$ cat config.mk
export PLATFORM = sky130hd
export DESIGN_NAME = gfx_effect_sequencer_flat
export DESIGN_NICKNAME = d
export VERILOG_FILES = /design/src/rtl/gfx_pkg.sv /design/src/rtl/gfx_effect_sequencer_if.sv /design/src/rtl/gfx_poll_counter.sv /design/src/rtl/gfx_effect_sequencer.sv /design/src/flat_wrapper.sv
export SDC_FILE = /design/constraint.sdc
export NUM_CORES = 1
export LEC_CHECK = 0
export CELL_PAD_IN_SITES_DETAIL_PLACEMENT = 0
export CELL_PAD_IN_SITES_GLOBAL_PLACEMENT = 1
export CORE_MARGIN = 8
export CORE_UTILIZATION = 33
export CTS_CLUSTER_SIZE = 40
export DETAILED_ROUTE_END_ITERATION = 8
export PLACE_DENSITY_LB_ADDON = 0.1
export SLEW_MARGIN = 10
export SYNTH_ARGS = -nofsm -noshare
export SYNTH_HDL_FRONTEND = slang
export SYNTH_SLANG_ARGS = --single-unit
$ cat constraint.sdc
create_clock -name clk -period 1.85 [get_ports clk]
set_clock_uncertainty 0.1 [all_clocks]
set_input_delay 0.37 -clock clk [delete_from_list [all_inputs] [get_ports clk]]
set_output_delay 0.37 -clock clk [all_outputs]
set_load 0.02 [all_outputs]
$ cat src/rtl/gfx_pkg.sv
// gfx_pkg: definitions shared by the guitar effect sequencer files.
//   - Avalon-MM register addresses of the effect register block
//   - STATUS_DONE_BIT: STATUS bit that flags a finished sample
//   - gfx_state_e: sequencer FSM states
package gfx_pkg;

  localparam int AVM_ADDR_W = 5;

  localparam logic [AVM_ADDR_W-1:0] ADDR_GAIN   = 5'd1;
  localparam logic [AVM_ADDR_W-1:0] ADDR_BOOST  = 5'd2;
  localparam logic [AVM_ADDR_W-1:0] ADDR_STATUS = 5'd3;
  localparam logic [AVM_ADDR_W-1:0] ADDR_OUTPUT = 5'd5;
  localparam logic [AVM_ADDR_W-1:0] ADDR_INPUT  = 5'd6;

  localparam int STATUS_DONE_BIT = 0;

  typedef enum logic [3:0] {
    ST_IDLE,
    ST_CFG_GAIN,
    ST_CFG_BOOST,
    ST_WR_IN,
    ST_RD_STAT,
    ST_WAIT_STAT,
    ST_RD_OUT,
    ST_WAIT_OUT,
    ST_PUSH
  } gfx_state_e;

endpackage

$ cat src/rtl/gfx_effect_sequencer_if.sv
// gfx_effect_sequencer_if: sample streams and Avalon-MM master bus of the
// effect sequencer.
//   smp_in_*   : input sample ready/valid stream (signed samples)
//   smp_out_*  : processed sample ready/valid stream
//   avm_*      : Avalon-MM master towards the effect register block
// Modports: master = sequencer side, slave = codec/effect side.
interface gfx_effect_sequencer_if #(
  parameter int SAMPLE_W = 16
);
  import gfx_pkg::*;

  logic                       smp_in_valid;
  logic                       smp_in_ready;
  logic signed [SAMPLE_W-1:0] smp_in_data;

  logic                       smp_out_valid;
  logic                       smp_out_ready;
  logic        [SAMPLE_W-1:0] smp_out_data;

  logic [AVM_ADDR_W-1:0]      avm_address;
  logic                       avm_write;
  logic                       avm_read;
  logic [31:0]                avm_writedata;
  logic [31:0]                avm_readdata;

  modport master (
    input  smp_in_valid, smp_in_data, smp_out_ready, avm_readdata,
    output smp_in_ready, smp_out_valid, smp_out_data,
           avm_address, avm_write, avm_read, avm_writedata
  );

  modport slave (
    output smp_in_valid, smp_in_data, smp_out_ready, avm_readdata,
    input  smp_in_ready, smp_out_valid, smp_out_data,
           avm_address, avm_write, avm_read, avm_writedata
  );

endinterface

$ cat src/rtl/gfx_poll_counter.sv
// gfx_poll_counter: counts STATUS polls of the current sample.
//   clk, reset : clock, asynchronous active-low reset
//   clr        : return the count to zero (has priority over inc)
//   inc        : count one more unsuccessful poll
//   at_last    : one more increment makes the count reach POLL_LIMIT
module gfx_poll_counter #(
  parameter int POLL_LIMIT = 255
) (
  input  logic clk,
  input  logic reset,
  input  logic clr,
  input  logic inc,
  output logic at_last
);

  localparam int CNT_W = $clog2(POLL_LIMIT + 1);
  localparam logic [CNT_W-1:0] CNT_LAST = CNT_W'(POLL_LIMIT - 1);

  logic [CNT_W-1:0] cnt_q, cnt_d;

  always_comb begin
    cnt_d = cnt_q;
    if (clr)      cnt_d = '0;
    else if (inc) cnt_d = cnt_q + 1'b1;
  end

  always_ff @(posedge clk or negedge reset) begin
    if (!reset) cnt_q <= '0;
    else        cnt_q <= cnt_d;
  end

  assign at_last = (cnt_q == CNT_LAST);

endmodule

$ cat src/rtl/gfx_effect_sequencer.sv
// gfx_effect_sequencer: per-sample Avalon-MM master for the guitar effect.
// Writes each input sample to INPUT, polls STATUS until done, reads OUTPUT
// and streams the result out. Gain/boost updates are shadowed and written
// only between samples.
//   clk, reset     : clock, asynchronous active-low reset
//   bus            : sample streams + Avalon-MM master (interface, master)
//   cfg_update     : pulse, latch cfg_gain / cfg_boost into shadows
//   cfg_gain/boost : new gain / boost values
//   err_clr        : clears timeout_err
//   bypass         : only with GFX_SEQ_BYPASS_EN; route samples around
//                    the effect without bus access
//   busy           : FSM not in IDLE
//   timeout_err    : sticky, STATUS never reported done within POLL_LIMIT
// Build option: define GFX_SEQ_BYPASS_EN to add the bypass port.
module gfx_effect_sequencer
  import gfx_pkg::*;
#(
  parameter int SAMPLE_W   = 16,
  parameter int POLL_LIMIT = 255
) (
  input  logic        clk,
  input  logic        reset,
  gfx_effect_sequencer_if.master bus,
  input  logic        cfg_update,
  input  logic [31:0] cfg_gain,
  input  logic [31:0] cfg_boost,
  input  logic        err_clr,
`ifdef GFX_SEQ_BYPASS_EN
  input  logic        bypass,
`endif
  output logic        busy,
  output logic        timeout_err
);

  function automatic logic [31:0] sign_ext(input logic signed [SAMPLE_W-1:0] s);
    return 32'(s);
  endfunction

  gfx_state_e            state_q, state_d;
  logic [AVM_ADDR_W-1:0] avm_address_q, avm_address_d;
  logic                  avm_write_q, avm_write_d;
  logic                  avm_read_q, avm_read_d;
  logic [31:0]           avm_writedata_q, avm_writedata_d;
  logic                  smp_in_ready_q, smp_in_ready_d;
  logic                  smp_out_valid_q, smp_out_valid_d;
  logic [SAMPLE_W-1:0]   smp_out_data_q, smp_out_data_d;
  logic                  busy_q, busy_d;
  logic                  timeout_err_q, timeout_err_d;
  logic [31:0]           gain_sh_q, gain_sh_d;
  logic [31:0]           boost_sh_q, boost_sh_d;
  logic                  cfg_pending_q, cfg_pending_d;

  logic cnt_clr, cnt_inc, cnt_at_last, timeout_set;
  logic unused_rd_hi;

  assign unused_rd_hi = ^bus.avm_readdata[31:SAMPLE_W];

  gfx_poll_counter #(.POLL_LIMIT(POLL_LIMIT)) u_poll_cnt (
    .clk     (clk),
    .reset   (reset),
    .clr     (cnt_clr),
    .inc     (cnt_inc),
    .at_last (cnt_at_last)
  );

  always_comb begin
    state_d         = state_q;
    avm_address_d   = avm_address_q;
    avm_write_d     = 1'b0;
    avm_read_d      = 1'b0;
    avm_writedata_d = avm_writedata_q;
    smp_out_valid_d = smp_out_valid_q;
    smp_out_data_d  = smp_out_data_q;
    cfg_pending_d   = cfg_pending_q;
    cnt_clr         = 1'b0;
    cnt_inc         = 1'b0;
    timeout_set     = 1'b0;

    // Shadows resolve first so a config write issued this cycle already
    // carries a same-cycle update (latest value wins).
    gain_sh_d  = cfg_update ? cfg_gain  : gain_sh_q;
    boost_sh_d = cfg_update ? cfg_boost : boost_sh_q;

    // Outputs are registered: strobes/address are set up on the transition
    // into the state that owns the bus cycle.
    case (state_q)
      ST_IDLE: begin
        if (cfg_pending_q) begin
          state_d         = ST_CFG_GAIN;
          avm_write_d     = 1'b1;
          avm_address_d   = ADDR_GAIN;
          avm_writedata_d = gain_sh_d;
        end else if (bus.smp_in_valid && smp_in_ready_q) begin
          cnt_clr = 1'b1;
`ifdef GFX_SEQ_BYPASS_EN
          if (bypass) begin
            state_d         = ST_PUSH;
            smp_out_valid_d = 1'b1;
            smp_out_data_d  = bus.smp_in_data;
          end else
`endif
          begin
            state_d         = ST_WR_IN;
            avm_write_d     = 1'b1;
            avm_address_d   = ADDR_INPUT;
            avm_writedata_d = sign_ext(bus.smp_in_data);
          end
        end
      end
      ST_CFG_GAIN: begin
        state_d         = ST_CFG_BOOST;
        avm_write_d     = 1'b1;
        avm_address_d   = ADDR_BOOST;
        avm_writedata_d = boost_sh_d;
      end
      ST_CFG_BOOST: begin
        state_d       = ST_IDLE;
        cfg_pending_d = 1'b0;
      end
      ST_WR_IN: begin
        state_d       = ST_RD_STAT;
        avm_read_d    = 1'b1;
        avm_address_d = ADDR_STATUS;
      end
      ST_RD_STAT: state_d = ST_WAIT_STAT;
      ST_WAIT_STAT: begin
        if (bus.avm_readdata[STATUS_DONE_BIT]) begin
          state_d       = ST_RD_OUT;
          avm_read_d    = 1'b1;
          avm_address_d = ADDR_OUTPUT;
          cnt_clr       = 1'b1;
        end else if (cnt_at_last) begin
          state_d     = ST_IDLE;
          timeout_set = 1'b1;
          cnt_clr     = 1'b1;
        end else begin
          state_d       = ST_RD_STAT;
          avm_read_d    = 1'b1;
          avm_address_d = ADDR_STATUS;
          cnt_inc       = 1'b1;
        end
      end
      ST_RD_OUT: state_d = ST_WAIT_OUT;
      ST_WAIT_OUT: begin
        state_d         = ST_PUSH;
        smp_out_valid_d = 1'b1;
        smp_out_data_d  = bus.avm_readdata[SAMPLE_W-1:0];
      end
      ST_PUSH: begin
        if (bus.smp_out_ready) begin
          state_d         = ST_IDLE;
          smp_out_valid_d = 1'b0;
        end
      end
      default: state_d = ST_IDLE;
    endcase

    // A pulse in any state (including CFG_BOOST) leaves an update pending.
    if (cfg_update) cfg_pending_d = 1'b1;

    if (timeout_set)  timeout_err_d = 1'b1;
    else if (err_clr) timeout_err_d = 1'b0;
    else              timeout_err_d = timeout_err_q;

    busy_d         = (state_d != ST_IDLE);
    smp_in_ready_d = (state_d == ST_IDLE) && !cfg_pending_d;
  end

  // State / registered outputs
  always_ff @(posedge clk or negedge reset) begin
    if (!reset) begin
      state_q         <= ST_IDLE;
      avm_address_q   <= '0;
      avm_write_q     <= 1'b0;
      avm_read_q      <= 1'b0;
      avm_writedata_q <= '0;
      smp_in_ready_q  <= 1'b0;
      smp_out_valid_q <= 1'b0;
      smp_out_data_q  <= '0;
      busy_q          <= 1'b0;
      timeout_err_q   <= 1'b0;
      gain_sh_q       <= '0;
      boost_sh_q      <= '0;
      cfg_pending_q   <= 1'b0;
    end else begin
      state_q         <= state_d;
      avm_address_q   <= avm_address_d;
      avm_write_q     <= avm_write_d;
      avm_read_q      <= avm_read_d;
      avm_writedata_q <= avm_writedata_d;
      smp_in_ready_q  <= smp_in_ready_d;
      smp_out_valid_q <= smp_out_valid_d;
      smp_out_data_q  <= smp_out_data_d;
      busy_q          <= busy_d;
      timeout_err_q   <= timeout_err_d;
      gain_sh_q       <= gain_sh_d;
      boost_sh_q      <= boost_sh_d;
      cfg_pending_q   <= cfg_pending_d;
    end
  end

  assign bus.avm_address   = avm_address_q;
  assign bus.avm_write     = avm_write_q;
  assign bus.avm_read      = avm_read_q;
  assign bus.avm_writedata = avm_writedata_q;
  assign bus.smp_in_ready  = smp_in_ready_q;
  assign bus.smp_out_valid = smp_out_valid_q;
  assign bus.smp_out_data  = smp_out_data_q;
  assign busy              = busy_q;
  assign timeout_err       = timeout_err_q;

endmodule

$ cat src/flat_wrapper.sv
// flat-port wrapper written by rule: the top's interface ports become plain ports
module gfx_effect_sequencer_flat import gfx_pkg::*;
#(
  parameter int SAMPLE_W   = 16,
  parameter int POLL_LIMIT = 255
)
  (clk, reset, cfg_update, cfg_gain, cfg_boost, err_clr, busy, timeout_err, bus_smp_in_valid, bus_smp_in_data, bus_smp_out_ready, bus_avm_readdata, bus_smp_in_ready, bus_smp_out_valid, bus_smp_out_data, bus_avm_address, bus_avm_write, bus_avm_read, bus_avm_writedata);
  gfx_effect_sequencer_if #(.SAMPLE_W(SAMPLE_W)) bus_i ();
  input  logic clk;
  input  logic reset;
  input  logic cfg_update;
  input  logic [31:0] cfg_gain;
  input  logic [31:0] cfg_boost;
  input  logic err_clr;
  output logic busy;
  output logic timeout_err;
  input wire logic [$bits(bus_i.smp_in_valid)-1:0] bus_smp_in_valid;
  input wire logic [$bits(bus_i.smp_in_data)-1:0] bus_smp_in_data;
  input wire logic [$bits(bus_i.smp_out_ready)-1:0] bus_smp_out_ready;
  input wire logic [$bits(bus_i.avm_readdata)-1:0] bus_avm_readdata;
  output wire logic [$bits(bus_i.smp_in_ready)-1:0] bus_smp_in_ready;
  output wire logic [$bits(bus_i.smp_out_valid)-1:0] bus_smp_out_valid;
  output wire logic [$bits(bus_i.smp_out_data)-1:0] bus_smp_out_data;
  output wire logic [$bits(bus_i.avm_address)-1:0] bus_avm_address;
  output wire logic [$bits(bus_i.avm_write)-1:0] bus_avm_write;
  output wire logic [$bits(bus_i.avm_read)-1:0] bus_avm_read;
  output wire logic [$bits(bus_i.avm_writedata)-1:0] bus_avm_writedata;
  assign bus_i.smp_in_valid = bus_smp_in_valid;
  assign bus_i.smp_in_data = bus_smp_in_data;
  assign bus_i.smp_out_ready = bus_smp_out_ready;
  assign bus_i.avm_readdata = bus_avm_readdata;
  assign bus_smp_in_ready = bus_i.smp_in_ready;
  assign bus_smp_out_valid = bus_i.smp_out_valid;
  assign bus_smp_out_data = bus_i.smp_out_data;
  assign bus_avm_address = bus_i.avm_address;
  assign bus_avm_write = bus_i.avm_write;
  assign bus_avm_read = bus_i.avm_read;
  assign bus_avm_writedata = bus_i.avm_writedata;
  gfx_effect_sequencer #(.SAMPLE_W(SAMPLE_W), .POLL_LIMIT(POLL_LIMIT)) u_core (.clk(clk), .reset(reset), .bus(bus_i), .cfg_update(cfg_update), .cfg_gain(cfg_gain), .cfg_boost(cfg_boost), .err_clr(err_clr), .busy(busy), .timeout_err(timeout_err));
endmodule
-- Yosys cells after proc, flatten, opt, wreduce, memory -nomap -nowiden
Cells that the tools add are included.
- register bits: 136
- bits in latches: 0
- bits in writable memories: 0
- bits in read-only memories: 0
- input bits: 118
- output and inout bits: 59
- memories: 0
- add/subtract/negate cells: 1
- multipliers: 0
- divide/modulo/power cells: 0
- magnitude comparators: 0
- equal/unequal tests: 12
- shifts and indexed selects: 0
- muxes and demuxes: 38
- bitwise operators: 0
- reductions and logical operators: 14
- operators by type and width (kind ; count):
    two-way mux 32 bit ; 4
    case mux 32 bit (2 select lines) ; 1
    case mux 4 bit (8 select lines) ; 1
    two-way mux 5 bit ; 4
    case mux 5 bit (4 select lines) ; 1
    == test 4 x 3 -> 1 bit, second input constant ; 4
    two-way mux 1 bit ; 16
    two-way mux 4 bit ; 4
    two-way mux 8 bit ; 2
    adder 8 x 1 -> 8 bit, second input constant ; 1
    == test 4 x 2 -> 1 bit, second input constant ; 2
    == test 8 bit, second input constant ; 1
    zero test 4 bit ; 2
    case mux 1 bit (2 select lines) ; 4
    nonzero test 2 bit ; 4
    nonzero test 4 bit ; 2
    == test 4 x 1 -> 1 bit, second input constant ; 1
    == test 4 bit, second input constant ; 1
    AND reduction 2 bit ; 2
    two-way mux 3 bit ; 1
    != test 3 x 1 -> 1 bit, second input constant ; 1
    != test 3 bit, second input constant ; 1
    AND reduction 3 bit ; 1
    logical AND 1 bit ; 2
    other kinds (2) ; 2

-- Longest topological paths before layout
Gate-level depths: netlist of the first run.
- depth after elaboration: 6
- mapped depth: 7
- mapped depth without buffers: 6

-- By module
From an unflattened synthesis of the first run, not the netlist that was laid out.
- cell total of the unflattened synthesis: 483
- area, all modules: 5904.4 sq um
- by module, submodules not included (module ; times used ; cells each ; area an instance (sq um)):
    gfx_effect_sequencer ; 1 ; 442 ; 5494.0
    gfx_poll_counter ; 1 ; 41 ; 410.4

-- Worst setup path after synthesis of the first run
Ideal clock, no wire load.
- path kind: register -> register
- start: reg u_core.state_q[2]
- end: reg u_core.avm_writedata_q[28] (netlist: u_core.bus.avm_writedata[28])
- arrival time: 1.785 ns
- required time: 1.625 ns
- slack: -0.160 ns
- cell stages (with the launch flop): 8
- path buffers: 4
- period minus slack after synthesis: 2.010 ns
- cells stage by stage: dfrtp_1 > buf_2 > or4b_1 > buf_2 > nand2b_2 > buf_6 > buf_4 > mux2_2
- word-level cells in the longest chain between the ends: 3
- elaborated cells on any way between the ends: 6
- those cells by class: eq/ne: 2; mux: 1; reduce/logical: 3
- ends and longest elaborated chain (what ; line ; source):
    from (decl) ; gfx_effect_sequencer.sv:39 ; gfx_state_e state_q, state_d;
    from (signal assigned) ; gfx_effect_sequencer.sv:186 ; state_q <= state_d;
    zero test 4 bit or == test 4 x 1 -> 1 bit (tied branches) ; gfx_effect_sequencer.sv:86 ; case (state_q)
    != test 3 x 1 -> 1 bit (no source line) or nonzero test 2 bit (tied branches) ; -- ;
    AND reduction 2 bit (no source line) ; -- ;
    to (signal assigned) ; gfx_effect_sequencer.sv:190 ; avm_writedata_q <= avm_writedata_d;
    to (decl) ; gfx_effect_sequencer.sv:43 ; logic [31:0] avm_writedata_q, avm_writedata_d;
Parallel ways exist; a longest one is shown, timed or not.
A chain may end at the register's enable or synchronous reset.

-- Final worst setup path of the first run
- start: reg u_core.state_q[3]
- end: reg u_core.avm_writedata_q[17] (netlist: u_core.bus.avm_writedata[17])
Same word-level chain as after synthesis.

==> results of run 1 <==
-- cell families (layout without fill, tap and decap cells) --
group	Yosys count	in the layout
flip-flops	134	134
AND/OR/NAND/NOR	105	105
multiplexers	98	98
AO/OA/AOI/OAI	88	88
buffers and inverters	38	245
adder cells (fa/ha/maj)	2	2
other	1	2
-- placed cells by master, fill, tap and decap left out, types with 3 or more instances in the layout --
cell	n
dfrtp_1	133
clkdlybuf4s50_1	99
mux2_2	83
dlygate4sd2_1	55
nor2_1	39
nand2_1	24
buf_4	24
clkbuf_16	18
o21ai_0	17
a21oi_2	16
mux2_4	15
o221a_1	15
buf_12	13
nor2_2	11
buf_6	10
a21oi_1	9
o21ai_1	8
inv_6	5
nand3_1	4
nand2b_1	4
inv_1	4
bufinv_16	4
o21bai_1	3
or3_1	3
clkinvlp_4	3
-- critical path: cells and delay by family (launching register included) --
family / cells / cell delay [ns]
mux: 1 / 0.15
flops: 1 / 0.39
simple gates: 1 / 0.59
compound gates: 2 / 0.27
buf+inv: 2 / 0.34
-- metal layers --
layer  GRT usage  wire length [um]  share of wire  vias to the layer above
li1            -                 -              -                     2046
met1      0.1894              7419           0.45                     2141
met2      0.2380              7855           0.48                      111
met3     0.04497               985          0.060                       19
met4     0.05609               197          0.012                        2
met5           0                 9        0.00055                        -
-- what timing repair did --
action                                  in CTS  in global routing
gates cloned                                 1                  1
hold buffers                                 1                  0
endpoints found under the setup margin      95                 43
pin swaps                                    5                 14
hold endpoints to repair                    38                  0
setup buffers                                8                  1
gates resized for setup                     91                 34
-- layout make-up --
type / count / area, sq um
Clock inverter: 13 / 195.2
Fill cell: 1518 / 8300
Clock buffer: 18 / 439.2
Sequential cell: 134 / 3354
Tap cell: 225 / 281.5
Timing Repair Buffer: 209 / 2148
Inverter: 5 / 18.77
Multi-Input combinational cell: 295 / 2499
-- through the flow --
stage | cells | util
after detailed placement | 857 | 0.4602
final | 899 | 0.5184
after CTS | 898 | 0.5093
after global routing | 899 | 0.5184
after global placement | 857 | 0.4602
after floorplan | 467 | -
-- synthesized netlist by cell type (all sizes together), types with 2 or more instances --
cell type and instances:
nand3 4, o31ai 3, mux2 98, buf 23, inv 5, a21boi 3, o21bai 3, o21ai 25
clkbuf 10, o221a 16, a21oi 27, or4 4, nor2 50, nand2 24, ha 2, nand4 2
or3 4, dfrtp 134, nand2b 6
-- flip-flops by register name, summed over array words and instances (netlist names) --
| register | flops |
|---|---|
| u_core.boost_sh_q | 32 |
| u_core.bus.avm_writedata | 32 |
| u_core.gain_sh_q | 32 |
| u_core.bus.smp_out_data | 16 |
| u_core.u_poll_cnt.cnt_q | 8 |
| u_core.state_q | 4 |
| u_core.bus.avm_address | 3 |
| u_core.bus.avm_read | 1 |
| u_core.bus.avm_write | 1 |
| u_core.bus.smp_in_ready | 1 |
| u_core.bus.smp_out_valid | 1 |
| u_core.busy | 1 |
| u_core.cfg_pending_q | 1 |
| u_core.timeout_err | 1 |
-- how the worst min path moves through the flow --
stage / slack, ns / endpoint / depth (start not counted)
3_3_place_gp: 0.22 / u_core.gain_sh_q[25] / 1
2_1_floorplan: -0.03 / u_core.boost_sh_q[0] / 0
6_report: 0.34 / u_core.boost_sh_q[25] / 2
4_1_cts: 0.35 / u_core.gain_sh_q[25] / 2
5_1_grt: 0.37 / u_core.gain_sh_q[25] / 2
3_5_place_dp: 0.23 / u_core.gain_sh_q[25] / 1
-- power by group through the flow --
stage	clock, uW	sequential (uW)	combinational, uW
6_report	3600	4210	6260
5_1_grt	3840	4310	6730
3_5_place_dp	0	4260	5810
3_3_place_gp	0	4250	5750
2_1_floorplan	0	4900	2740
4_1_cts	3690	4210	6070
==> results.py, run 1 <==
metrics = {
    "sta": {
        "fin_crit_sh": 1.026,
        "slew_viol_final": 0,
        "timing.fmax_mhz": 526.6,
        "hold_violations": 0,
        "setup_violations": 17,
        "hold_ws_ns": 0.3407,
        "finalCriticalPeriod_ns": 1.899,
        "setup-tns-final_ns": -0.4593,
        "rsz0062_at_grt": "yes",
        "worst_slack_ns": -0.04880,
    },
    "power": {
        "comb_power_share": 0.445,
        "ir_drop_v": 0.0008164,
        "p_clk_frac": 0.256,
        "p_total_uw": 14070,
        "p_sw_uw": 4767,
        "p_per_area_mw_per_mm2": 1574,
        "p_leak_uw": 0.003845,
        "p_int_uw": 9302,
        "sw_frac_of_total": 0.3388,
        "p_seq_frac": 0.299,
    },
    "layout": {
        "syn_to_final_growth_pct": 53.79,
        "nets": 782,
        "stdcell_area_sq_mm": 0.008936,
        "diodes": 0,
        "layout-drive-gt1-share": 0.3412,
    },
    "setup_path": {
        "crit_top_cell": "buf_12",
        "rr_startpoint": "u_core.state_q[3]",
        "reg2reg_slack_ns": -0.05,
        "worst-r2r-cell-count": 6,
        "timing.rr.end": "u_core.bus.avm_writedata[17]",
        "worst-setup-path-type": "flip-flop to flip-flop",
        "setup.worst_path.end": "u_core.bus.avm_writedata[17]",
        "cp.required_ns": 2.10,
        "cpMaxStageDelayCell": "or4b_4",
        "slowest_delay_ns": 0.59,
        "endpoint_kind": "flip-flop",
        "startpoint_type": "flip-flop",
        "cp_max_fo": 17,
        "arrival_ns": 2.15,
        "crit_start": "u_core.state_q[3]",
        "worstPathCellList": "or4b_4 -> buf_12 -> a21boi_4 -> buf_12 -> a21oi_1 -> mux2_4",
    },
    "run_status": {
        "violations": "negative setup slack",
        "outcome": "finished with violations",
    },
    "placement": {
        "place_congestion": 0.7565,
        "dpl.hpwl_mm": 11.37,
        "post_dp_cell_area_sq_mm": 0.007933,
        "pre_cts_ws_ns": -0.3244,
        "io_buffer_count": 158,
    },
    "global_route": {
        "antenna_found_initial": 1,
        "grt-ovfl-total": 0,
        "grt_pass1_vias": 4812,
        "grt_max_degree": 43,
        "grt.total_usage": 0.1502,
        "grt_pass1_wl_mm": 26.01,
    },
    "logic_synthesis": {
        "synth-adder-area-share": 0.004307,
        "synth-compound-area-share": 0.1055,
        "synth.mux.area_fraction": 0.1925,
        "synth_edf_count": 0,
        "synthTopCellsByArea": "dfrtp_1 58%, mux2_2 18%, nor2_1 3.2%",
        "synth_ff_type": "dfrtp_1",
        "synth_xor_area_frac": 0,
        "synth_top_family_by_area": "multiplexers",
        "async_reset_ff_frac": 1.000,
        "ys_seq_elements": 134,
        "syn_inst": 466,
        "synthSimpleGateAreaFrac": 0.08570,
        "synth.distinct_cells": 51,
        "synth_area_leader_cell": "dfrtp_1",
        "synthesis.area_sq_mm": 0.005811,
        "syn-mean-instance-area_sq_um": 12.47,
        "seq_area_frac_synth": 0.5771,
        "synth_top_area_share": 0.5771,
        "synth_warnings": 0,
    },
    "clocking": {
        "cts-root-buf": "clkbuf_16",
        "h-tree-depth": 4,
        "clkTransAtPathRegs_ns": 0.06,
        "cts_buffers": 17,
        "clock_latency_ns": 0.42,
        "tritoncts": "built",
        "cts.sink_count": 134,
        "clockBufferDepth": 2,
    },
    "drt": {
        "drtPass1Iterations": 4,
        "routedWlPerCell_um": 18.32,
        "drc": 0,
        "dr.first_iter.drc_count": 165,
        "ant_nets": 0,
        "wl_mm": 16.47,
        "vias": 4319,
        "drt-vias-per-instance": 4.804,
    },
    "run": {
        "cap_viol_max_count": 0,
    },
    "die": {
        "initial_core_util": 0.3371,
        "die_w_um": 148.7,
        "dieArea_sq_mm": 0.02211,
        "die_y_um": 148.7,
        "coreArea_sq_mm": 0.01724,
        "rows": 48,
        "ios": 177,
    },
    "hold_path": {
        "hold_path_class": "input port to async pin",
    },
}
Note: power is estimated with default switching activity, not from simulation.
==> run 2, diff against run 1 <==
- CAP_MARGIN: default -> 40
==> results of run 2 <==
Same layout as run 1: the final DEF is identical, and so are final timing and power.
==> run 3, diff against run 2 <==
- PLACE_DENSITY: default -> 0.88
- PLACE_DENSITY_LB_ADDON: 0.1 -> default
- SLEW_MARGIN: 10 -> default
==> results.py, run 3 (synthesis gave the netlist of run 1 again) <==
metrics = {
    "run_status": {
        "outcome": "finished with violations",
        "violations": "negative setup slack",
    },
    "drt": {
        "dr.max_layer_used": "met4",
        "wl_met3_um": 956,
        "wl_mm": 15.92,
        "drt-vias-per-instance": 4.878,
        "drc": 0,
        "vias": 4390,
        "routedWlPerCell_um": 17.69,
        "ant_nets": 0,
        "met2_wirelength_mm": 8.187,
        "dr.first_iter.drc_count": 168,
        "wl_met1_mm": 6.628,
        "drtPass1Iterations": 4,
    },
    "placement": {
        "place_congestion": 0.8043,
        "io_buffer_count": 158,
        "dpl.hpwl_mm": 11.40,
    },
    "power": {
        "ir_drop_v": 0.0007666,
        "p_per_area_mw_per_mm2": 1557,
        "p_leak_uw": 0.003791,
        "p_total_uw": 13580,
    },
    "sta": {
        "fin_crit_sh": 1.014,
        "worst_slack_ns": -0.02666,
        "rsz0062_at_grt": "yes",
        "timing.fmax_mhz": 532.9,
        "slew_viol_final": 0,
        "finalCriticalPeriod_ns": 1.877,
        "setup-tns-final_ns": -0.1551,
        "setup_violations": 12,
        "hold_violations": 0,
    },
    "setup_path": {
        "endpoint_kind": "flip-flop",
        "arrival_ns": 2.12,
        "worst-setup-path-type": "flip-flop to flip-flop",
        "startpoint_type": "flip-flop",
        "cp_max_fo": 26,
        "cp.required_ns": 2.09,
    },
    "layout": {
        "n_fill_cell": 1498,
        "layout-drive-gt1-share": 0.3096,
        "final_cell_mix": "132 x dfrtp_1, 100 x clkdlybuf4s50_1, 85 x mux2_2",
        "syn_to_final_growth_pct": 50.13,
        "nets": 782,
        "diodes": 0,
        "final_common_cell": "dfrtp_1",
    },
    "die": {
        "rows": 48,
        "dieArea_sq_mm": 0.02211,
        "initial_core_util": 0.3371,
        "coreArea_sq_mm": 0.01724,
        "die_w_um": 148.7,
        "die_y_um": 148.7,
        "ios": 177,
    },
    "clocking": {
        "cts_buffers": 17,
        "cts.sink_count": 134,
        "clock_latency_ns": 0.41,
        "clockBufferDepth": 2,
        "cts-root-buf": "clkbuf_16",
        "clkTransAtPathRegs_ns": 0.06,
        "tritoncts": "built",
        "h-tree-depth": 4,
    },
    "global_route": {
        "grt-ovfl-total": 0,
        "antenna_found_initial": 0,
        "grt_pass1_wl_mm": 25.00,
        "grt_pass1_vias": 4819,
        "grt.total_usage": 0.1429,
        "grt_max_degree": 40,
    },
    "run": {
        "cap_viol_max_count": 0,
    },
    "hold_path": {
        "hold_path_class": "input port to async pin",
    },
}
==> run 3: power by group <==
group | internal, uW | switching, uW | total, uW
Clock | 2330 | 1230 | 3550
Combinational | 2910 | 2870 | 5770
Sequential | 3780 | 476 | 4260
==> run 3: worst max-delay path: stages (launching register included) <==
cell      delay [ns]
dfrtp_1         0.41
or4b_4          0.59
buf_12          0.19
a21boi_4        0.18
a21oi_2         0.18
mux2_4          0.15
==> run 3: metal layers <==
metal / vias up / global-route usage
met5: - / 0
met4: 0 / 0.03876
met3: 13 / 0.04740
met2: 100 / 0.2464
met1: 2224 / 0.1662
li1: 2053 / -
==> run 3: path summary, 6_finish.rpt <==
kind / from / to / slack, ns / cells past startpoint
min reg2reg: u_core.boost_sh_q[25] / u_core.boost_sh_q[25] / 0.39 / 1
min in group clk: u_core.boost_sh_q[25] / u_core.boost_sh_q[25] / 0.39 / 1
max: u_core.state_q[1] / u_core.bus.avm_writedata[19] / -0.03 / 5
max in group asynchronous: reset / u_core.bus.avm_writedata[7] / 0.74 / 3
min: reset / u_core.boost_sh_q[10] / 0.34 / 2
max reg2reg: u_core.state_q[1] / u_core.bus.avm_writedata[19] / -0.03 / 5
==> run 3: area by class of cell <==
| type | instances | area (sq um) | area share |
|---|---|---|---|
| Sequential cell | 134 | 3356 | 0.3847 |
| Multi-Input combinational cell | 298 | 2456 | 0.2816 |
| Timing Repair Buffer | 206 | 1979 | 0.2269 |
| Clock buffer | 20 | 456.7 | 0.05235 |
| Tap cell | 225 | 281.5 | 0.03227 |
| Clock inverter | 12 | 175.2 | 0.02008 |
| Inverter | 5 | 18.77 | 0.002151 |
==> run 3: metrics by stage <==
stage | util | std cells | setup slack [ns] | hold slack (ns) | cell area [sq um]
after detailed placement | 0.4605 | 861 | -0.3009 | 0.2105 | 7938
after global routing | 0.5061 | 900 | -0.08609 | 0.3630 | 8723
final | 0.5061 | 900 | -0.02666 | 0.3409 | 8723
after CTS | 0.4987 | 897 | -0.02487 | 0.3516 | 8596
after floorplan | - | 467 | -0.1251 | -0.02559 | 5877
after global placement | 0.4605 | 861 | -0.2680 | 0.2089 | 7938
==> run 3: timing repair <==
action / in CTS / in global routing
pin swaps: 1 / 6
resized for setup: 61 / 25
gates cloned: 1 / 2
setup buffers: 2 / 2
hold buffers: 1 / 0
hold endpoints to repair: 34 / 0
setup endpoints to repair: 83 / 44
